===== config.mk =====
export PLATFORM = sky130hd
export DESIGN_NAME = gemm_axis_bridge
export DESIGN_NICKNAME = d
export VERILOG_FILES = /design/src/rtl/gemm_pkg.sv /design/src/rtl/axis_skid2.sv /design/src/rtl/gemm_axis_bridge.sv
export SDC_FILE = /design/constraint.sdc
export NUM_CORES = 1
export LEC_CHECK = 0
export ABC_AREA = 1
export BUFFER_PORTS_ARGS = -buffer_cell sky130_fd_sc_hd__buf_2
export CAP_MARGIN = 40
export CORE_UTILIZATION = 50
export CTS_CLUSTER_DIAMETER = 120
export DETAILED_ROUTE_END_ITERATION = 8
export GPL_ROUTABILITY_DRIVEN = 0
export PLACE_DENSITY = 0.86
export RECOVER_POWER = 25
export REMOVE_ABC_BUFFERS = 1
export SYNTH_ARGS = -nofsm -noshare
export SYNTH_HDL_FRONTEND = slang
export SYNTH_SLANG_ARGS = --single-unit
export TNS_END_PERCENT = 50

===== constraint.sdc =====
create_clock -name clk -period 2 [get_ports clk]
set_input_delay 0.3 -clock clk [delete_from_list [all_inputs] [get_ports clk]]
set_output_delay 0.3 -clock clk [all_outputs]
set_load 0.03 [all_outputs]

===== src/rtl/gemm_pkg.sv =====
// Shared defaults and helpers for the GEMM stream bridge and its controller.
package gemm_pkg;

    localparam int DEF_DW      = 32;
    localparam int DEF_SRC_LEN = 32;
    localparam int DEF_PRM_LEN = 32;
    localparam int DEF_DST_LEN = 16;
    localparam int DEF_DST_PKT = 4;

    typedef logic [DEF_DW-1:0] word_t;

    function automatic int max2(input int a, input int b);
        return (a > b) ? a : b;
    endfunction

endpackage


===== src/rtl/axis_skid2.sv =====
// Two-entry valid/ready buffer; ready is either registered (from next occupancy)
// or taken directly from the current occupancy.
module axis_skid2 #(
    parameter int W         = 33,
    parameter bit REG_READY = 1'b0
) (
    input  logic         clk,
    input  logic         reset,
    input  logic         ready_en,
    input  logic         in_valid,
    input  logic [W-1:0] in_data,
    output logic         in_ready,
    output logic         out_valid,
    input  logic         out_ready,
    output logic [W-1:0] out_data
);

    logic [W-1:0] e0, e1;
    logic [1:0]   count, count_nx;
    logic         do_push, do_pop;

    assign do_push   = in_valid & in_ready;
    assign do_pop    = out_ready & (count != 2'd0);
    assign out_valid = (count != 2'd0);
    assign out_data  = e0;

    always_comb begin
        count_nx = count;
        if (do_push && !do_pop)
            count_nx = count + 2'd1;
        else if (do_pop && !do_push)
            count_nx = count - 2'd1;
    end

    // e0 is always the head; a pop shifts e1 forward or refills from the input.
    always_ff @(posedge clk) begin
        if (reset) begin
            e0    <= '0;
            e1    <= '0;
            count <= '0;
        end else begin
            count <= count_nx;
            if (do_pop) begin
                e0 <= (count == 2'd2) ? e1 : in_data;
                if (do_push && count == 2'd2)
                    e1 <= in_data;
            end else if (do_push) begin
                if (count == 2'd0)
                    e0 <= in_data;
                else
                    e1 <= in_data;
            end
        end
    end

    generate
        if (REG_READY) begin : g_reg_ready
            logic ready_q;
            always_ff @(posedge clk) begin
                if (reset)
                    ready_q <= 1'b0;
                else
                    ready_q <= ready_en & (count_nx != 2'd2);
            end
            assign in_ready = ready_q;
        end else begin : g_comb_ready
            assign in_ready = ready_en & (count != 2'd2);
        end
    endgenerate

endmodule


===== src/rtl/gemm_axis_bridge.sv =====
// AXI-Stream bridge between the DMA and the GEMM batch controller: length-checked
// input path and tlast-generating output packer, each behind a 2-entry buffer.
module gemm_axis_bridge
    import gemm_pkg::*;
#(
    parameter int DW      = DEF_DW,
    parameter int SRC_LEN = DEF_SRC_LEN,
    parameter int PRM_LEN = DEF_PRM_LEN,
    parameter int DST_LEN = DEF_DST_LEN,
    parameter int DST_PKT = DEF_DST_PKT
) (
    input  logic          clk,
    input  logic          reset,
    input  logic          matw,
    input  logic          run,
    input  logic [DW-1:0] s_axis_tdata,
    input  logic          s_axis_tvalid,
    input  logic          s_axis_tlast,
    output logic          s_axis_tready,
    output logic          src_valid,
    input  logic          src_ready,
    output logic [DW-1:0] src_data,
    input  logic          dst_valid,
    input  logic [DW-1:0] dst_data,
    output logic          dst_ready,
    output logic [DW-1:0] m_axis_tdata,
    output logic          m_axis_tvalid,
    output logic          m_axis_tlast,
    input  logic          m_axis_tready,
    output logic          err_len,
    output logic          err_trunc,
    output logic          busy
);

    localparam int ICW  = $clog2(max2(SRC_LEN, PRM_LEN));
    localparam int OTOT = DST_LEN * DST_PKT;
    localparam int OCW  = $clog2(OTOT);
    localparam logic [ICW-1:0] SRC_LAST = ICW'(SRC_LEN - 1);
    localparam logic [ICW-1:0] PRM_LAST = ICW'(PRM_LEN - 1);
    localparam logic [OCW-1:0] OUT_LAST = OCW'(OTOT - 1);

    logic           active, prm, prm_q, run_q;
    logic           in_avail, in_pop, in_at_last;
    logic [DW:0]    in_head, out_head;
    logic [ICW-1:0] icnt, in_last_pos;
    logic [OCW-1:0] ocnt;
    logic           out_push, out_at_last;
    logic           err_len_q, err_trunc_q;

    assign active = matw | run;
    assign prm    = matw & ~run;

    axis_skid2 #(.W(DW + 1), .REG_READY(1'b1)) u_in (
        .clk       (clk),
        .reset     (reset),
        .ready_en  (active),
        .in_valid  (s_axis_tvalid),
        .in_data   ({s_axis_tlast, s_axis_tdata}),
        .in_ready  (s_axis_tready),
        .out_valid (in_avail),
        .out_ready (src_ready & active),
        .out_data  (in_head)
    );

    assign src_valid   = in_avail & active;
    assign src_data    = in_head[DW-1:0];
    assign in_pop      = src_valid & src_ready;
    assign in_last_pos = matw ? PRM_LAST : SRC_LAST;
    assign in_at_last  = (icnt == in_last_pos);

    assign out_at_last = (ocnt == OUT_LAST);
    assign out_push    = dst_valid & dst_ready;

    axis_skid2 #(.W(DW + 1), .REG_READY(1'b0)) u_out (
        .clk       (clk),
        .reset     (reset),
        .ready_en  (1'b1),
        .in_valid  (dst_valid),
        .in_data   ({out_at_last, dst_data}),
        .in_ready  (dst_ready),
        .out_valid (m_axis_tvalid),
        .out_ready (m_axis_tready),
        .out_data  (out_head)
    );

    assign m_axis_tdata = out_head[DW-1:0];
    assign m_axis_tlast = out_head[DW] & m_axis_tvalid;

    always_ff @(posedge clk) begin
        if (reset) begin
            icnt        <= '0;
            ocnt        <= '0;
            prm_q       <= 1'b0;
            run_q       <= 1'b0;
            err_len_q   <= 1'b0;
            err_trunc_q <= 1'b0;
        end else begin
            prm_q <= prm;
            run_q <= run;
            if (in_pop && (in_head[DW] != in_at_last))
                err_len_q <= 1'b1;
            if ((prm != prm_q) || !active)
                icnt <= '0;
            else if (in_pop)
                icnt <= in_at_last ? '0 : icnt + 1'b1;
            // A run drop abandons the partial output packet; buffered words keep their tlast.
            if (run_q && !run && (ocnt != '0)) begin
                err_trunc_q <= 1'b1;
                ocnt        <= '0;
            end else if (out_push) begin
                ocnt <= out_at_last ? '0 : ocnt + 1'b1;
            end
        end
    end

    assign err_len   = err_len_q;
    assign err_trunc = err_trunc_q;
    assign busy      = in_avail | m_axis_tvalid | (icnt != '0) | (ocnt != '0);

endmodule


==> report_table.html, run 1 <==
<table>
<tr><th>Metric</th><th>Value</th></tr>
<tr><th colspan="2">Status</th></tr>
<tr><td>Run status</td><td>completed</td></tr>
<tr><th colspan="2">Synth</th></tr>
<tr><td>Number of synthesized register bits</td><td>152</td></tr>
<tr><td>Yosys synthesis warning count</td><td>0</td></tr>
<tr><td>Area fraction in compound gates after synthesis</td><td>0.247</td></tr>
<tr><td>Dominant cell by count in the synthesized netlist</td><td>sky130_fd_sc_hd__o21ai_0</td></tr>
<tr><td>Sequential share of the synthesized area</td><td>0.419</td></tr>
<tr><td>Mean instance size in the synthesized netlist</td><td>approximately 7.2 sq um</td></tr>
<tr><td>Area share of the leading cell type in the synthesized netlist</td><td>0.419</td></tr>
<tr><td>Count of cell types in the netlist</td><td>28</td></tr>
<tr><td>Simple logic cell fraction of the synthesized area</td><td>0.133</td></tr>
<tr><td>Top cells by count, synth</td><td>207 x sky130_fd_sc_hd__o21ai_0, 152 x sky130_fd_sc_hd__dfxtp_1, 128 x sky130_fd_sc_hd__nand2_1</td></tr>
<tr><td>Gate Count Post-Synth</td><td>1,012</td></tr>
<tr><td>Mapped cell area</td><td>a little over 0.007 sq mm</td></tr>
<tr><td>Top cell type by total area after synthesis</td><td>sky130_fd_sc_hd__dfxtp_1</td></tr>
<tr><td>XOR/XNOR Fraction of Synth Area</td><td>0.00724</td></tr>
<tr><td>Biggest area contributors in the synthesized netlist</td><td>sky130_fd_sc_hd__dfxtp_1 42%, sky130_fd_sc_hd__o21ai_0 14%, sky130_fd_sc_hd__buf_4 7.6%</td></tr>
<tr><td>Dominant combinational cell family by area after synthesis</td><td>compound AO/OA/AOI/OAI gates</td></tr>
<tr><td>Share of cell area taken by muxes after synthesis</td><td>0</td></tr>
<tr><td>Adder-cell area share of the yosys netlist</td><td>0.0172</td></tr>
<tr><td>Proportion of synthesized flip-flops having asynchronous set or reset</td><td>0</td></tr>
<tr><td>Main flop type after synthesis</td><td>sky130_fd_sc_hd__dfxtp_1</td></tr>
<tr><td>Number of synthesized flops with an enable pin</td><td>0</td></tr>
<tr><th colspan="2">Route</th></tr>
<tr><td>Number of vias per cell</td><td>~5.0</td></tr>
<tr><td>Routed wire length</td><td>between 15,000 and 20,000 um</td></tr>
<tr><td>Final antenna-violating net count</td><td>0</td></tr>
<tr><td>Post-route DRC violation count</td><td>0</td></tr>
<tr><td>WL per Instance</td><td>12.3 um</td></tr>
<tr><td>DRT Pass-1 Iters</td><td>4</td></tr>
<tr><td>Starting DRC count in detailed routing</td><td>~500</td></tr>
<tr><td>Total via count after detailed routing</td><td>6,238</td></tr>
<tr><th colspan="2">Floorplanning</th></tr>
<tr><td>Die Wd</td><td>between 100 and 150 um</td></tr>
<tr><td>Overall die area</td><td>0.0150 sq mm</td></tr>
<tr><td>Area of the core</td><td>about 0.014 sq mm</td></tr>
<tr><td>Initial standard-cell utilization of the core</td><td>0.517</td></tr>
<tr><td>Chip height</td><td>122 um</td></tr>
<tr><td>Placement Rows</td><td>43</td></tr>
<tr><td>Number of ports placed on the die boundary</td><td>about 150</td></tr>
<tr><th colspan="2">Clock tree</th></tr>
<tr><td>Clock latency reported for the late side of the worst-skew pair</td><td>around 0.42 ns</td></tr>
<tr><td>CTS sink cnt</td><td>approximately 150</td></tr>
<tr><td>Clock buffer depth</td><td>2</td></tr>
<tr><td>Clock transition at the registers of the reported paths</td><td>~0.06 ns</td></tr>
<tr><td>Buffers inserted by post-CTS timing repair</td><td>0</td></tr>
<tr><td>Total CTS buffers</td><td>17</td></tr>
<tr><td>H-tree depth</td><td>4</td></tr>
<tr><td>PostCTS Resize Cnt</td><td>0</td></tr>
<tr><td>Clock tree from TritonCTS</td><td>built</td></tr>
<tr><td>Hold buffers post-CTS</td><td>0</td></tr>
<tr><td>Buffer cell driving the clock tree root</td><td>sky130_fd_sc_hd__clkbuf_16</td></tr>
<tr><th colspan="2">Layout</th></tr>
<tr><td>Number of standard cells in the layout, taps in and fillers out</td><td>around 1,300</td></tr>
<tr><td>Final nets</td><td>between 1,000 and 1,500</td></tr>
<tr><td>Area overhead of the layout relative to synthesis</td><td>12.5%</td></tr>
<tr><td>Finished Core Util</td><td>0.581</td></tr>
<tr><td>Proportion of layout cells with a drive suffix above 1</td><td>0.151</td></tr>
<tr><td>Fin area</td><td>between 0.008 and 0.009 sq mm</td></tr>
<tr><td>Antenna Cells</td><td>0</td></tr>
<tr><th colspan="2">Pwr</th></tr>
<tr><td>Total leakage power</td><td>about 3.6 nW</td></tr>
<tr><td>Power density cells</td><td>roughly 1500 mW/mm^2</td></tr>
<tr><td>Maximum resistive drop on vdd</td><td>roughly 940 uV</td></tr>
<tr><th colspan="2">STA</th></tr>
<tr><td>Measured slew at the worst slew-check pin</td><td>approximately 0.49 ns</td></tr>
<tr><td>Total setup violations reported at the end of the flow</td><td>0</td></tr>
<tr><td>Final period demand of the worst path</td><td>1.84 ns</td></tr>
<tr><td>Worst relative slew slack</td><td>0.672</td></tr>
<tr><td>Timing-limited maximum frequency</td><td>~540 MHz</td></tr>
<tr><td>Final Cycle Share</td><td>0.918</td></tr>
<tr><td>Final Skew</td><td>roughly 0.0065 ns</td></tr>
<tr><td>Slew Limit Fails</td><td>0</td></tr>
<tr><td>Number of hold-slack violations in the final timing report</td><td>0</td></tr>
<tr><td>RSZ-0062 raised after global routing</td><td>no</td></tr>
<tr><td>Smallest hold slack</td><td>around 0.074 ns</td></tr>
<tr><th colspan="2">Run</th></tr>
<tr><td>Max-capacitance violation count</td><td>0</td></tr>
<tr><th colspan="2">Critical path</th></tr>
<tr><td>Type of element launching the critical path</td><td>flip-flop</td></tr>
<tr><td>Required arrival time at the worst endpoint</td><td>1.70 ns</td></tr>
<tr><td>Class of the most critical setup path</td><td>flip-flop to primary output</td></tr>
<tr><td>Arrival time of the worst setup path</td><td>approximately 1.5 ns</td></tr>
<tr><td>Kind of end point of the critical path</td><td>primary output</td></tr>
<tr><td>Critical Path Fanout Max</td><td>4</td></tr>
<tr><th colspan="2">Global route</th></tr>
<tr><td>Number of global-route vias before repair</td><td>5,764</td></tr>
<tr><td>Overall Global Routing Usage</td><td>0.212</td></tr>
<tr><td>Antenna violations before repair</td><td>0</td></tr>
<tr><td>Overflow left after global routing</td><td>0</td></tr>
<tr><td>Pin count of the biggest net entering global routing</td><td>74</td></tr>
<tr><td>First-pass GRT wire length</td><td>around 26,000 um</td></tr>
<tr><th colspan="2">Worst hold path</th></tr>
<tr><td>Classification of the worst-slack hold path</td><td>input port to flip-flop</td></tr>
<tr><th colspan="2">Placement</th></tr>
<tr><td>Post-placement cell count</td><td>about 1,200</td></tr>
<tr><td>Half-perimeter wire length after detailed placement</td><td>9840 um</td></tr>
<tr><td>Instance area at placement</td><td>~0.0076 sq mm</td></tr>
<tr><td>IO buf count</td><td>roughly 140</td></tr>
</table>
==> area by class of cell <==
type | instances | area, sq um
inverters | 130 | 488
fillers | 1260 | 5880
clock inverters | 10 | 118
multi-input cells | 603 | 2960
flip-flops and latches | 152 | 3040
well taps | 180 | 225
repair buffers | 155 | 850
clock buffers | 22 | 484
==> worst paths after layout <==
path         slack [ns]                startpoint                             end  cells past startpoint
max                0.16      ocnt[0]$_SDFFE_PP0P_                            busy                      6
min                0.07                       run                prm_q$_SDFF_PP0_                      2
max reg2reg        0.22  u_in.count[0]$_SDFF_PP0_  u_in.out_data[11]$_SDFFE_PP0P_                     10
min reg2reg        0.45    err_trunc$_SDFFE_PP0P_          err_trunc$_SDFFE_PP0P_                      2
==> report_power, final <==
group	total (W)	internal (W)	switching [W]	leakage, nW
Combinational	0.00465	0.00133	0.00332	2.09
Sequential	0.00431	0.00389	0.000423	1.25
Clock	0.00322	0.00197	0.00125	0.285
==> stage by stage <==
step	setup WS [ns]	setup TNS (ns)	total power [W]
2_1_floorplan	-0.705	-56.69	0.00757
3_3_place_gp	0.307	0	0.00895
3_5_place_dp	0.185	0	0.00909
4_1_cts	0.152	0	0.0124
5_1_grt	0.0439	0	0.0130
6_report	0.164	0	0.0122
==> routing by layer <==
layer	track usage	wire (um)	part of all wire	up-vias
met2	0.354	7090	0.46	169
met4	0.0595	128	0.0083	0
li1	-	-	-	3290
met5	0	0	0	-
met1	0.257	6960	0.45	2766
met3	0.0748	1200	0.078	13
==> sequential cells by signal, indices dropped and copies added (netlist names) <==
register	cells
u_in.in_ready	1
u_in.count	2
u_in.e1	33
u_out.count	2
u_in.out_data	33
u_out.e1	33
u_out.out_data	33
err_trunc	1
ocnt	6
err_len	1
run_q	1
icnt	5
prm_q	1
==> cell families (layout without fill, tap and decap cells) <==
family / after synthesis / after routing
flops: 152 / 152
compound gates: 348 / 348
xor+xnor: 6 / 6
buf+inv: 257 / 317
fa+ha+maj: 10 / 10
simple gates: 239 / 239
==> cell usage in the layout (no fill, tap or decap), types with 3 or more instances in the layout <==
master | netlist | routed
sky130_fd_sc_hd__nand2_2 | 3 | 3
sky130_fd_sc_hd__a21oi_1 | 100 | 100
sky130_fd_sc_hd__o21ai_0 | 207 | 207
sky130_fd_sc_hd__clkbuf_8 | 0 | 4
sky130_fd_sc_hd__inv_2 | 6 | 8
sky130_fd_sc_hd__buf_2 | 28 | 91
sky130_fd_sc_hd__xor2_1 | 4 | 4
sky130_fd_sc_hd__clkbuf_1 | 24 | 54
sky130_fd_sc_hd__ha_1 | 10 | 9
sky130_fd_sc_hd__buf_12 | 0 | 9
sky130_fd_sc_hd__clkbuf_16 | 0 | 17
sky130_fd_sc_hd__nand2_1 | 128 | 128
sky130_fd_sc_hd__nor3_1 | 5 | 5
sky130_fd_sc_hd__nor2_1 | 86 | 86
sky130_fd_sc_hd__inv_1 | 123 | 122
sky130_fd_sc_hd__nand4_1 | 3 | 3
sky130_fd_sc_hd__clkinvlp_4 | 0 | 4
sky130_fd_sc_hd__dfxtp_1 | 152 | 152
sky130_fd_sc_hd__o21ai_1 | 26 | 26
sky130_fd_sc_hd__a21oi_2 | 10 | 10
sky130_fd_sc_hd__nand3_1 | 10 | 9
==> worst max-delay path: stages, from the launching register on <==
cell and delay (ns):
sky130_fd_sc_hd__dfxtp_1 0.39, sky130_fd_sc_hd__inv_1 0.08, sky130_fd_sc_hd__ha_1 0.21, sky130_fd_sc_hd__nand4_1 0.11, sky130_fd_sc_hd__inv_1 0.05, sky130_fd_sc_hd__nand4_1 0.08
sky130_fd_sc_hd__buf_2 0.21
No activity file was read; power rests on OpenSTA's default activity.
==> inputs of run 2 (changes only) <==
--- a/config.mk
+++ b/config.mk
@@ -12,6 +12,7 @@
 export CTS_CLUSTER_DIAMETER = 120
 export DETAILED_ROUTE_END_ITERATION = 8
 export GPL_ROUTABILITY_DRIVEN = 0
+export HOLD_SLACK_MARGIN = 0.1
 export PLACE_DENSITY = 0.86
 export RECOVER_POWER = 25
 export REMOVE_ABC_BUFFERS = 1
==> constraint.sdc (replaced) <==
create_clock -name clk -period 1.9 [get_ports clk]
set_input_delay 0.285 -clock clk [delete_from_list [all_inputs] [get_ports clk]]
set_output_delay 0.285 -clock clk [all_outputs]
set_load 0.03 [all_outputs]
==> report_table.html, run 2 (same netlist as run 1, synthesis figures left out) <==
<table>
<tr><th>Metric</th><th>Value</th></tr>
<tr><th colspan="2">STA</th></tr>
<tr><td>Total setup violations reported at the end of the flow</td><td>0 (unchanged)</td></tr>
<tr><td>Slew Limit Fails</td><td>0 (unchanged)</td></tr>
<tr><td>Number of hold-slack violations in the final timing report</td><td>0 (unchanged)</td></tr>
<tr><td>Worst relative slew slack</td><td>0.720 (was 0.672)</td></tr>
<tr><td>Final Cycle Share</td><td>0.950</td></tr>
<tr><td>RSZ-0062 raised after global routing</td><td>yes (was no)</td></tr>
<tr><td>Final Skew</td><td>0.00687 ns (was 0.00647 ns)</td></tr>
<tr><td>Timing-limited maximum frequency</td><td>554 MHz</td></tr>
<tr><td>Setup ws final</td><td>0.0946 ns (was 0.164 ns)</td></tr>
<tr><td>Measured slew at the worst slew-check pin</td><td>0.422 ns (was 0.491 ns)</td></tr>
<tr><td>Final period demand of the worst path</td><td>between 1.5 and 2 ns</td></tr>
<tr><th colspan="2">Placement</th></tr>
<tr><td>IO buf count</td><td>144 (unchanged)</td></tr>
<tr><td>Post-placement worst setup slack</td><td>0.0984 ns (was 0.185 ns)</td></tr>
<tr><td>Post-placement cell count</td><td>1,220 (unchanged)</td></tr>
<tr><td>Half-perimeter wire length after detailed placement</td><td>9850 um (was 9840 um)</td></tr>
<tr><th colspan="2">Critical path</th></tr>
<tr><td>Required arrival time at the worst endpoint</td><td>1.62 ns (was 1.70 ns)</td></tr>
<tr><td>Cell Chain, Critical Path</td><td>inv_1 &gt; ha_1 &gt; nand4_1 &gt; inv_1 &gt; nand4_1 &gt; buf_2 (unchanged)</td></tr>
<tr><td>Type of element launching the critical path</td><td>flip-flop (unchanged)</td></tr>
<tr><td>Register-to-register setup slack</td><td>0.16 ns (was 0.22 ns)</td></tr>
<tr><td>Class of the most critical setup path</td><td>flip-flop to primary output (unchanged)</td></tr>
<tr><td>Critical Path Fanout Max</td><td>4 (unchanged)</td></tr>
<tr><td>Maximum cell stage delay along the critical path</td><td>0.39 ns (about the same)</td></tr>
<tr><td>Arrival time of the worst setup path</td><td>1.52 ns (was 1.54 ns)</td></tr>
<tr><td>Kind of end point of the critical path</td><td>primary output (unchanged)</td></tr>
<tr><td>Slowest-stage cell, CP</td><td>sky130_fd_sc_hd__dfxtp_1 (unchanged)</td></tr>
<tr><th colspan="2">Pwr</th></tr>
<tr><td>Total leakage power</td><td>3.65 nW (was 3.62 nW)</td></tr>
<tr><td>Cell-internal power</td><td>0.00754 W (was 0.00719 W)</td></tr>
<tr><td>Logic pwr share</td><td>0.386 (was 0.382)</td></tr>
<tr><td>Power density cells</td><td>1570 mW/mm^2 (was 1490 mW/mm^2)</td></tr>
<tr><td>Switching power share of the total</td><td>0.415 (was 0.410)</td></tr>
<tr><td>Proportion of power drawn by the clock network</td><td>0.261 (was 0.265)</td></tr>
<tr><td>Fraction of power consumed by sequential logic</td><td>0.352 (was 0.354)</td></tr>
<tr><td>Maximum resistive drop on vdd</td><td>1190 uV (was 940 uV)</td></tr>
<tr><td>Sw power</td><td>0.00536 W (was 0.00499 W)</td></tr>
<tr><th colspan="2">Route</th></tr>
<tr><td>Final antenna-violating net count</td><td>0 (unchanged)</td></tr>
<tr><td>Number of vias per cell</td><td>5.12 (was 4.98)</td></tr>
<tr><td>Post-route DRC violation count</td><td>0 (unchanged)</td></tr>
<tr><td>Starting DRC count in detailed routing</td><td>521 (was 491)</td></tr>
<tr><td>Routed wire length</td><td>15,900 um (was 15,400 um)</td></tr>
<tr><td>DRT Pass-1 Iters</td><td>5 (was 4)</td></tr>
<tr><td>WL per Instance</td><td>12.7 um (was 12.3 um)</td></tr>
<tr><td>Total via count after detailed routing</td><td>6,429 (was 6,238)</td></tr>
<tr><th colspan="2">Floorplanning</th></tr>
<tr><td>Initial standard-cell utilization of the core</td><td>0.517 (unchanged)</td></tr>
<tr><td>Number of ports placed on the die boundary</td><td>145 (unchanged)</td></tr>
<tr><td>Overall die area</td><td>0.0150 sq mm (unchanged)</td></tr>
<tr><td>Die Wd</td><td>122 um (unchanged)</td></tr>
<tr><td>Placement Rows</td><td>43 (unchanged)</td></tr>
<tr><td>Area of the core</td><td>0.0140 sq mm (unchanged)</td></tr>
<tr><td>Chip height</td><td>122 um (unchanged)</td></tr>
<tr><th colspan="2">Layout</th></tr>
<tr><td>Commonest cells after routing, fill and taps aside</td><td>207 x sky130_fd_sc_hd__o21ai_0, 150 x sky130_fd_sc_hd__dfxtp_1, 128 x sky130_fd_sc_hd__nand2_1 (was 207 x sky130_fd_sc_hd__o21ai_0, 152 x sky130_fd_sc_hd__dfxtp_1, 128 x sky130_fd_sc_hd__nand2_1)</td></tr>
<tr><td>Area overhead of the layout relative to synthesis</td><td>13.3% (was 12.5%)</td></tr>
<tr><td>Number of standard cells in the layout, taps in and fillers out</td><td>1,256 (was 1,252)</td></tr>
<tr><td>Proportion of layout cells with a drive suffix above 1</td><td>0.155 (was 0.151)</td></tr>
<tr><td>Finished Core Util</td><td>0.586 (was 0.581)</td></tr>
<tr><td>Antenna Cells</td><td>0 (unchanged)</td></tr>
<tr><td>Final nets</td><td>1,146 (was 1,142)</td></tr>
<tr><td>Commonest non-fill, non-tap cell in the layout</td><td>sky130_fd_sc_hd__o21ai_0 (unchanged)</td></tr>
<tr><th colspan="2">Run</th></tr>
<tr><td>Max-capacitance violation count</td><td>0 (unchanged)</td></tr>
<tr><th colspan="2">Clock tree</th></tr>
<tr><td>Buffer cell driving the clock tree root</td><td>sky130_fd_sc_hd__clkbuf_16 (unchanged)</td></tr>
<tr><td>Clock transition at the registers of the reported paths</td><td>0.06 ns (about the same)</td></tr>
<tr><td>CTS sink cnt</td><td>152 (unchanged)</td></tr>
<tr><td>H-tree depth</td><td>4 (unchanged)</td></tr>
<tr><td>Clock tree from TritonCTS</td><td>built (unchanged)</td></tr>
<tr><td>Total CTS buffers</td><td>17 (unchanged)</td></tr>
<tr><td>Clock latency reported for the late side of the worst-skew pair</td><td>0.42 ns (about the same)</td></tr>
<tr><td>Buffers inserted by post-CTS timing repair</td><td>0 (unchanged)</td></tr>
<tr><td>Clock buffer depth</td><td>2 (unchanged)</td></tr>
<tr><th colspan="2">Global route</th></tr>
<tr><td>Overflow left after global routing</td><td>0 (unchanged)</td></tr>
<tr><td>Antenna violations before repair</td><td>0 (unchanged)</td></tr>
<tr><td>Pin count of the biggest net entering global routing</td><td>74 (unchanged)</td></tr>
<tr><td>First-pass GRT wire length</td><td>26,000 um (was 25,600 um)</td></tr>
<tr><td>Overall Global Routing Usage</td><td>0.215 (was 0.212)</td></tr>
<tr><td>Number of global-route vias before repair</td><td>5,796 (was 5,764)</td></tr>
<tr><th colspan="2">Status</th></tr>
<tr><td>Run status</td><td>completed (unchanged)</td></tr>
<tr><th colspan="2">Worst hold path</th></tr>
<tr><td>Classification of the worst-slack hold path</td><td>input port to flip-flop (unchanged)</td></tr>
</table>
## run 2: cell types whose count changed in the layout (fill, tap and decap cells not counted), sizes merged
cell | previous run | this run
clkinv | 3 | 6
inv | 131 | 133
dlygate4sd3 | 0 | 3
clkinvlp | 4 | 2
clkbuf | 75 | 73
## run 2: metrics by stage
stage / instance area (sq um) / setup TNS [ns] / hold WS, ns / power (W)
after floorplan: 6460 / -69.50 / 0.354 / 0.00797
after global placement: 7630 / 0 / 0.440 / 0.00943
after detailed placement: 7630 / 0 / 0.449 / 0.00959
after CTS: 8250 / 0 / 0.101 / 0.0130
after global routing: 8220 / -0.0000245 / 0.115 / 0.0138
final: 8220 / 0 / 0.118 / 0.0129
## run 2: path summary, 6_finish.rpt
path | start | end | depth (start not counted)
max reg2reg | u_in.count[0]$_SDFF_PP0_ | u_in.e1[14]$_SDFFE_PP0P_ | 11
min reg2reg | err_trunc$_SDFFE_PP0P_ | err_trunc$_SDFFE_PP0P_ | 2
max | ocnt[0]$_SDFFE_PP0P_ | busy | 6
min | dst_data[0] | u_out.e1[0]$_SDFFE_PP0P_ | 3
## run 2: routing by layer
layer / part of all wire / GRT usage
met3: 0.081 / 0.0692
met5: 0 / 0
met1: 0.44 / 0.259
met2: 0.47 / 0.362
met4: 0.0092 / 0.0640
## run 2: area by class of cell
class | count | area, sq um
clock buffers | 19 | 453
clock inverters | 13 | 143
fillers | 1256 | 5820
inverters | 130 | 490
multi-input cells | 603 | 2960
flip-flops and latches | 152 | 3050
well taps | 180 | 225
repair buffers | 159 | 905
## run 2: critical path, delay by kind of cell (launching register included)
family / cells / cell delay [ns]
flip-flops: 1 / 0.39
AND/OR/NAND/NOR: 2 / 0.17
adder cells (fa/ha/maj): 1 / 0.20
buffers and inverters: 3 / 0.34
## run 2: timing repair
action,CTS,global route
resized for setup,0,6
hold endpoints to repair,3,0
endpoints found under the setup margin,0,74
hold buffers,3,0
## run 2: power groups by stage
stage	combinational, W	clock, W	sequential, W
final	0.00498	0.00337	0.00455
after detailed placement	0.00503	0	0.00456
after CTS	0.00506	0.00343	0.00452
after global placement	0.00489	0	0.00454
after global routing	0.00554	0.00358	0.00465
after floorplan	0.00237	0	0.00560
==> inputs of run 3 (changes only) <==
--- a/config.mk
+++ b/config.mk
@@ -5,7 +5,7 @@
 export SDC_FILE = /design/constraint.sdc
 export NUM_CORES = 1
 export LEC_CHECK = 0
-export ABC_AREA = 1
+export ABC_AREA = 0
 export BUFFER_PORTS_ARGS = -buffer_cell sky130_fd_sc_hd__buf_2
 export CAP_MARGIN = 40
 export CORE_UTILIZATION = 50
==> report_table.html, run 3 <==
<table>
<tr><th>Metric</th><th>Value</th></tr>
<tr><th colspan="2">Layout</th></tr>
<tr><td>Proportion of layout cells with a drive suffix above 1</td><td>0.199 (was 0.155)</td></tr>
<tr><td>Fin area</td><td>0.00807 sq mm (was 0.00822 sq mm)</td></tr>
<tr><td>Commonest non-fill, non-tap cell in the layout</td><td>sky130_fd_sc_hd__nand2_1 (was sky130_fd_sc_hd__o21ai_0)</td></tr>
<tr><td>Finished Core Util</td><td>0.607 (was 0.586)</td></tr>
<tr><td>Area overhead of the layout relative to synthesis</td><td>17.9% (was 13.3%)</td></tr>
<tr><td>Commonest cells after routing, fill and taps aside</td><td>178 x sky130_fd_sc_hd__nand2_1, 147 x sky130_fd_sc_hd__dfxtp_1, 111 x sky130_fd_sc_hd__a21oi_1 (was 207 x sky130_fd_sc_hd__o21ai_0, 150 x sky130_fd_sc_hd__dfxtp_1, 128 x sky130_fd_sc_hd__nand2_1)</td></tr>
<tr><td>Final nets</td><td>980 (was 1,146)</td></tr>
<tr><td>Antenna Cells</td><td>0 (unchanged)</td></tr>
<tr><th colspan="2">Clock tree</th></tr>
<tr><td>Buffer cell driving the clock tree root</td><td>sky130_fd_sc_hd__clkbuf_16 (unchanged)</td></tr>
<tr><td>Clock buffer depth</td><td>2 (unchanged)</td></tr>
<tr><td>H-tree depth</td><td>4 (unchanged)</td></tr>
<tr><td>CTS sink cnt</td><td>152 (unchanged)</td></tr>
<tr><td>Total CTS buffers</td><td>17 (unchanged)</td></tr>
<tr><td>Clock latency reported for the late side of the worst-skew pair</td><td>0.42 ns (about the same)</td></tr>
<tr><td>Clock transition at the registers of the reported paths</td><td>0.06 ns (about the same)</td></tr>
<tr><td>Clock tree from TritonCTS</td><td>built (unchanged)</td></tr>
<tr><th colspan="2">Critical path</th></tr>
<tr><td>Most numerous cell on the critical path</td><td>sky130_fd_sc_hd__nand2_1</td></tr>
<tr><td>Slowest-stage cell, CP</td><td>sky130_fd_sc_hd__dfxtp_2 (was sky130_fd_sc_hd__dfxtp_1)</td></tr>
<tr><td>Type of element launching the critical path</td><td>flip-flop (unchanged)</td></tr>
<tr><td>Required arrival time at the worst endpoint</td><td>2.15 ns (was 1.62 ns)</td></tr>
<tr><td>Maximum cell stage delay along the critical path</td><td>0.40 ns (was 0.39 ns)</td></tr>
<tr><td>Arrival time of the worst setup path</td><td>2.07 ns (was 1.52 ns)</td></tr>
<tr><td>Class of the most critical setup path</td><td>flip-flop to flip-flop (was flip-flop to primary output)</td></tr>
<tr><td>Cell Chain, Critical Path</td><td>nand2b_1 &gt; nand2_1 &gt; ha_1 &gt; or3_1 &gt; buf_12 &gt; nand2_1 &gt; a21oi_1 (was inv_1 &gt; ha_1 &gt; nand4_1 &gt; inv_1 &gt; nand4_1 &gt; buf_2)</td></tr>
<tr><td>Largest delay share family, worst path</td><td>simple AND/OR/NAND/NOR gates (was flip-flops)</td></tr>
<tr><td>Kind of end point of the critical path</td><td>flip-flop (was primary output)</td></tr>
<tr><td>Critical Path Fanout Max</td><td>33 (was 4)</td></tr>
<tr><td>CP bufs+invs</td><td>1 (was 3)</td></tr>
<tr><th colspan="2">Floorplanning</th></tr>
<tr><td>Initial standard-cell utilization of the core</td><td>0.515 (was 0.517)</td></tr>
<tr><td>Chip height</td><td>119 um (was 122 um)</td></tr>
<tr><td>Die Wd</td><td>119 um (was 122 um)</td></tr>
<tr><td>Placement Rows</td><td>42 (was 43)</td></tr>
<tr><td>Overall die area</td><td>0.0142 sq mm (was 0.0150 sq mm)</td></tr>
<tr><td>Number of ports placed on the die boundary</td><td>145 (unchanged)</td></tr>
<tr><td>Area of the core</td><td>0.0133 sq mm (was 0.0140 sq mm)</td></tr>
<tr><th colspan="2">STA</th></tr>
<tr><td>Final period demand of the worst path</td><td>1.82 ns (was 1.81 ns)</td></tr>
<tr><td>RSZ-0062 raised after global routing</td><td>no (was yes)</td></tr>
<tr><td>Timing-limited maximum frequency</td><td>550 MHz (was 554 MHz)</td></tr>
<tr><td>Smallest hold slack</td><td>0.114 ns (was 0.118 ns)</td></tr>
<tr><td>Final Cycle Share</td><td>0.957 (was 0.950)</td></tr>
<tr><td>Measured slew at the worst slew-check pin</td><td>0.995 ns (was 0.422 ns)</td></tr>
<tr><td>Worst relative slew slack</td><td>0.337 (was 0.720)</td></tr>
<tr><td>Slew Limit Fails</td><td>0 (unchanged)</td></tr>
<tr><td>Final Skew</td><td>0.00688 ns (was 0.00687 ns)</td></tr>
<tr><td>Summed negative setup slack over all endpoints</td><td>0 ns (unchanged)</td></tr>
<tr><td>Total setup violations reported at the end of the flow</td><td>0 (unchanged)</td></tr>
<tr><td>Number of hold-slack violations in the final timing report</td><td>0 (unchanged)</td></tr>
<tr><th colspan="2">Synth</th></tr>
<tr><td>Area fraction in compound gates after synthesis</td><td>0.189 (was 0.247)</td></tr>
<tr><td>Biggest area contributors in the synthesized netlist</td><td>sky130_fd_sc_hd__dfxtp_1 44%, sky130_fd_sc_hd__nand2_1 9.8%, sky130_fd_sc_hd__a21oi_1 8.2% (was sky130_fd_sc_hd__dfxtp_1 42%, sky130_fd_sc_hd__o21ai_0 14%, sky130_fd_sc_hd__buf_4 7.6%)</td></tr>
<tr><td>Dominant combinational cell family by area after synthesis</td><td>compound AO/OA/AOI/OAI gates (unchanged)</td></tr>
<tr><td>Area share of the leading cell type in the synthesized netlist</td><td>0.445 (was 0.419)</td></tr>
<tr><td>Number of synthesized flops with an enable pin</td><td>0 (unchanged)</td></tr>
<tr><td>Adder-cell area share of the yosys netlist</td><td>0.0183 (was 0.0172)</td></tr>
<tr><td>Count of cell types in the netlist</td><td>46 (was 28)</td></tr>
<tr><td>Proportion of synthesized flip-flops having asynchronous set or reset</td><td>0 (unchanged)</td></tr>
<tr><td>Top cell type by total area after synthesis</td><td>sky130_fd_sc_hd__dfxtp_1 (unchanged)</td></tr>
<tr><td>XOR/XNOR Fraction of Synth Area</td><td>0.00768 (was 0.00724)</td></tr>
<tr><td>Mean instance size in the synthesized netlist</td><td>8.37 sq um (was 7.17 sq um)</td></tr>
<tr><td>Top cells by count, synth</td><td>178 x sky130_fd_sc_hd__nand2_1, 152 x sky130_fd_sc_hd__dfxtp_1, 112 x sky130_fd_sc_hd__a21oi_1 (was 207 x sky130_fd_sc_hd__o21ai_0, 152 x sky130_fd_sc_hd__dfxtp_1, 128 x sky130_fd_sc_hd__nand2_1)</td></tr>
<tr><td>Yosys synthesis warning count</td><td>0 (unchanged)</td></tr>
<tr><td>Simple logic cell fraction of the synthesized area</td><td>0.158 (was 0.133)</td></tr>
<tr><td>Share of cell area taken by muxes after synthesis</td><td>0.0497 (was 0)</td></tr>
<tr><td>Sequential share of the synthesized area</td><td>0.445 (was 0.419)</td></tr>
<tr><td>Gate Count Post-Synth</td><td>818 (was 1,012)</td></tr>
<tr><td>Mapped cell area</td><td>0.00684 sq mm (was 0.00726 sq mm)</td></tr>
<tr><td>Main flop type after synthesis</td><td>sky130_fd_sc_hd__dfxtp_1 (unchanged)</td></tr>
<tr><td>Number of synthesized register bits</td><td>152 (unchanged)</td></tr>
<tr><td>Dominant cell by count in the synthesized netlist</td><td>sky130_fd_sc_hd__nand2_1 (was sky130_fd_sc_hd__o21ai_0)</td></tr>
<tr><th colspan="2">Global route</th></tr>
<tr><td>Number of global-route vias before repair</td><td>5,386 (was 5,796)</td></tr>
<tr><td>Pin count of the biggest net entering global routing</td><td>58 (was 74)</td></tr>
<tr><td>First-pass GRT wire length</td><td>25,400 um (was 26,000 um)</td></tr>
<tr><td>Antenna violations before repair</td><td>1 (was 0)</td></tr>
<tr><td>Overflow left after global routing</td><td>0 (unchanged)</td></tr>
<tr><td>Overall Global Routing Usage</td><td>0.223 (was 0.215)</td></tr>
<tr><th colspan="2">Route</th></tr>
<tr><td>Starting DRC count in detailed routing</td><td>437 (was 521)</td></tr>
<tr><td>Number of vias per cell</td><td>5.34 (was 5.12)</td></tr>
<tr><td>WL per Instance</td><td>14.3 um (was 12.7 um)</td></tr>
<tr><td>Total via count after detailed routing</td><td>5,796 (was 6,429)</td></tr>
<tr><td>Post-route DRC violation count</td><td>0 (unchanged)</td></tr>
<tr><td>Routed wire length</td><td>15,500 um (was 15,900 um)</td></tr>
<tr><td>Final antenna-violating net count</td><td>0 (unchanged)</td></tr>
<tr><td>DRT Pass-1 Iters</td><td>5 (unchanged)</td></tr>
<tr><th colspan="2">Run</th></tr>
<tr><td>Max-capacitance violation count</td><td>0 (unchanged)</td></tr>
<tr><th colspan="2">Pwr</th></tr>
<tr><td>Power density cells</td><td>1450 mW/mm^2 (was 1570 mW/mm^2)</td></tr>
<tr><td>Total leakage power</td><td>3.41 nW (was 3.65 nW)</td></tr>
<tr><td>Maximum resistive drop on vdd</td><td>985 uV (was 1190 uV)</td></tr>
<tr><th colspan="2">Status</th></tr>
<tr><td>Run status</td><td>completed (unchanged)</td></tr>
<tr><th colspan="2">Placement</th></tr>
<tr><td>IO buf count</td><td>144 (unchanged)</td></tr>
<tr><td>Instance area at placement</td><td>0.00735 sq mm (was 0.00763 sq mm)</td></tr>
<tr><td>Half-perimeter wire length after detailed placement</td><td>9750 um (was 9850 um)</td></tr>
<tr><th colspan="2">Worst hold path</th></tr>
<tr><td>Classification of the worst-slack hold path</td><td>input port to flip-flop (unchanged)</td></tr>
</table>
## run 3: layer usage
layer,vias up,part of all wire,track usage
li1,2878,-,-
met1,2705,0.43,0.263
met2,196,0.48,0.375
met3,17,0.071,0.0761
met4,0,0.011,0.0767
met5,-,0,0
## run 3: cells by family (layout without fill, tap and decap cells)
| group | count (synthesis) | in the layout |
|---|---|---|
| and+or+nand+nor | 259 | 259 |
| AOI/OAI and AO/OA | 195 | 195 |
| buffers and inverters | 162 | 254 |
| DFF | 152 | 152 |
| muxes | 34 | 34 |
| adders and majority gates | 10 | 10 |
| xor gates and xnor gates | 6 | 6 |
## run 3: report_power, final
| group | switching, W | internal (W) | total, W |
|---|---|---|---|
| sequential | 0.000398 | 0.00387 | 0.00427 |
| combinational | 0.00272 | 0.00138 | 0.00410 |
| clock | 0.00130 | 0.00203 | 0.00333 |
## run 3: layout make-up
| class | count | area (sq um) |
|---|---|---|
| clock buffers | 20 | 467 |
| clock inverters | 12 | 125 |
| fillers | 1135 | 5230 |
| inverters | 43 | 164 |
| multi-input cells | 504 | 2970 |
| flip-flops and latches | 152 | 3050 |
| well taps | 176 | 220 |
| repair buffers | 179 | 1070 |
## run 3: timing repair
item                                   4_1_cts  5_1_grt
gates resized for setup                     17        3
setup endpoints to repair                    3        4
setup buffers                                7        0
gates cloned                                 0        0
endpoints found under the hold margin        8        1
hold buffers                                 8        1
pin swaps                                    5        2
## run 3: tightest hold or removal path: stages
cell	delay [ns]
sky130_fd_sc_hd__buf_2	0.11
sky130_fd_sc_hd__nand2_1	0.05
sky130_fd_sc_hd__a21oi_1	0.05
## run 3: through the flow
step	power, W	setup WS, ns	std cells
global route	0.0123	0.0000804	1086
CTS	0.0118	-0.0215	1085
global placement	0.00821	0.147	1039
detailed placement	0.00833	0.0262	1039
floorplan	0.00698	-1.13	699
finish	0.0117	0.0824	1086
## run 3: final timing paths
check	start	endpoint	slack, ns	cells after the start
min reg2reg	u_out.e1[1]$_SDFFE_PP0P_	u_out.e1[1]$_SDFFE_PP0P_	0.45	2
min	dst_data[10]	u_out.e1[10]$_SDFFE_PP0P_	0.11	3
max reg2reg	u_out.count[0]$_SDFFE_PP0P_	u_out.e1[19]$_SDFFE_PP0P_	0.08	7
max	u_out.count[0]$_SDFFE_PP0P_	u_out.e1[19]$_SDFFE_PP0P_	0.08	7
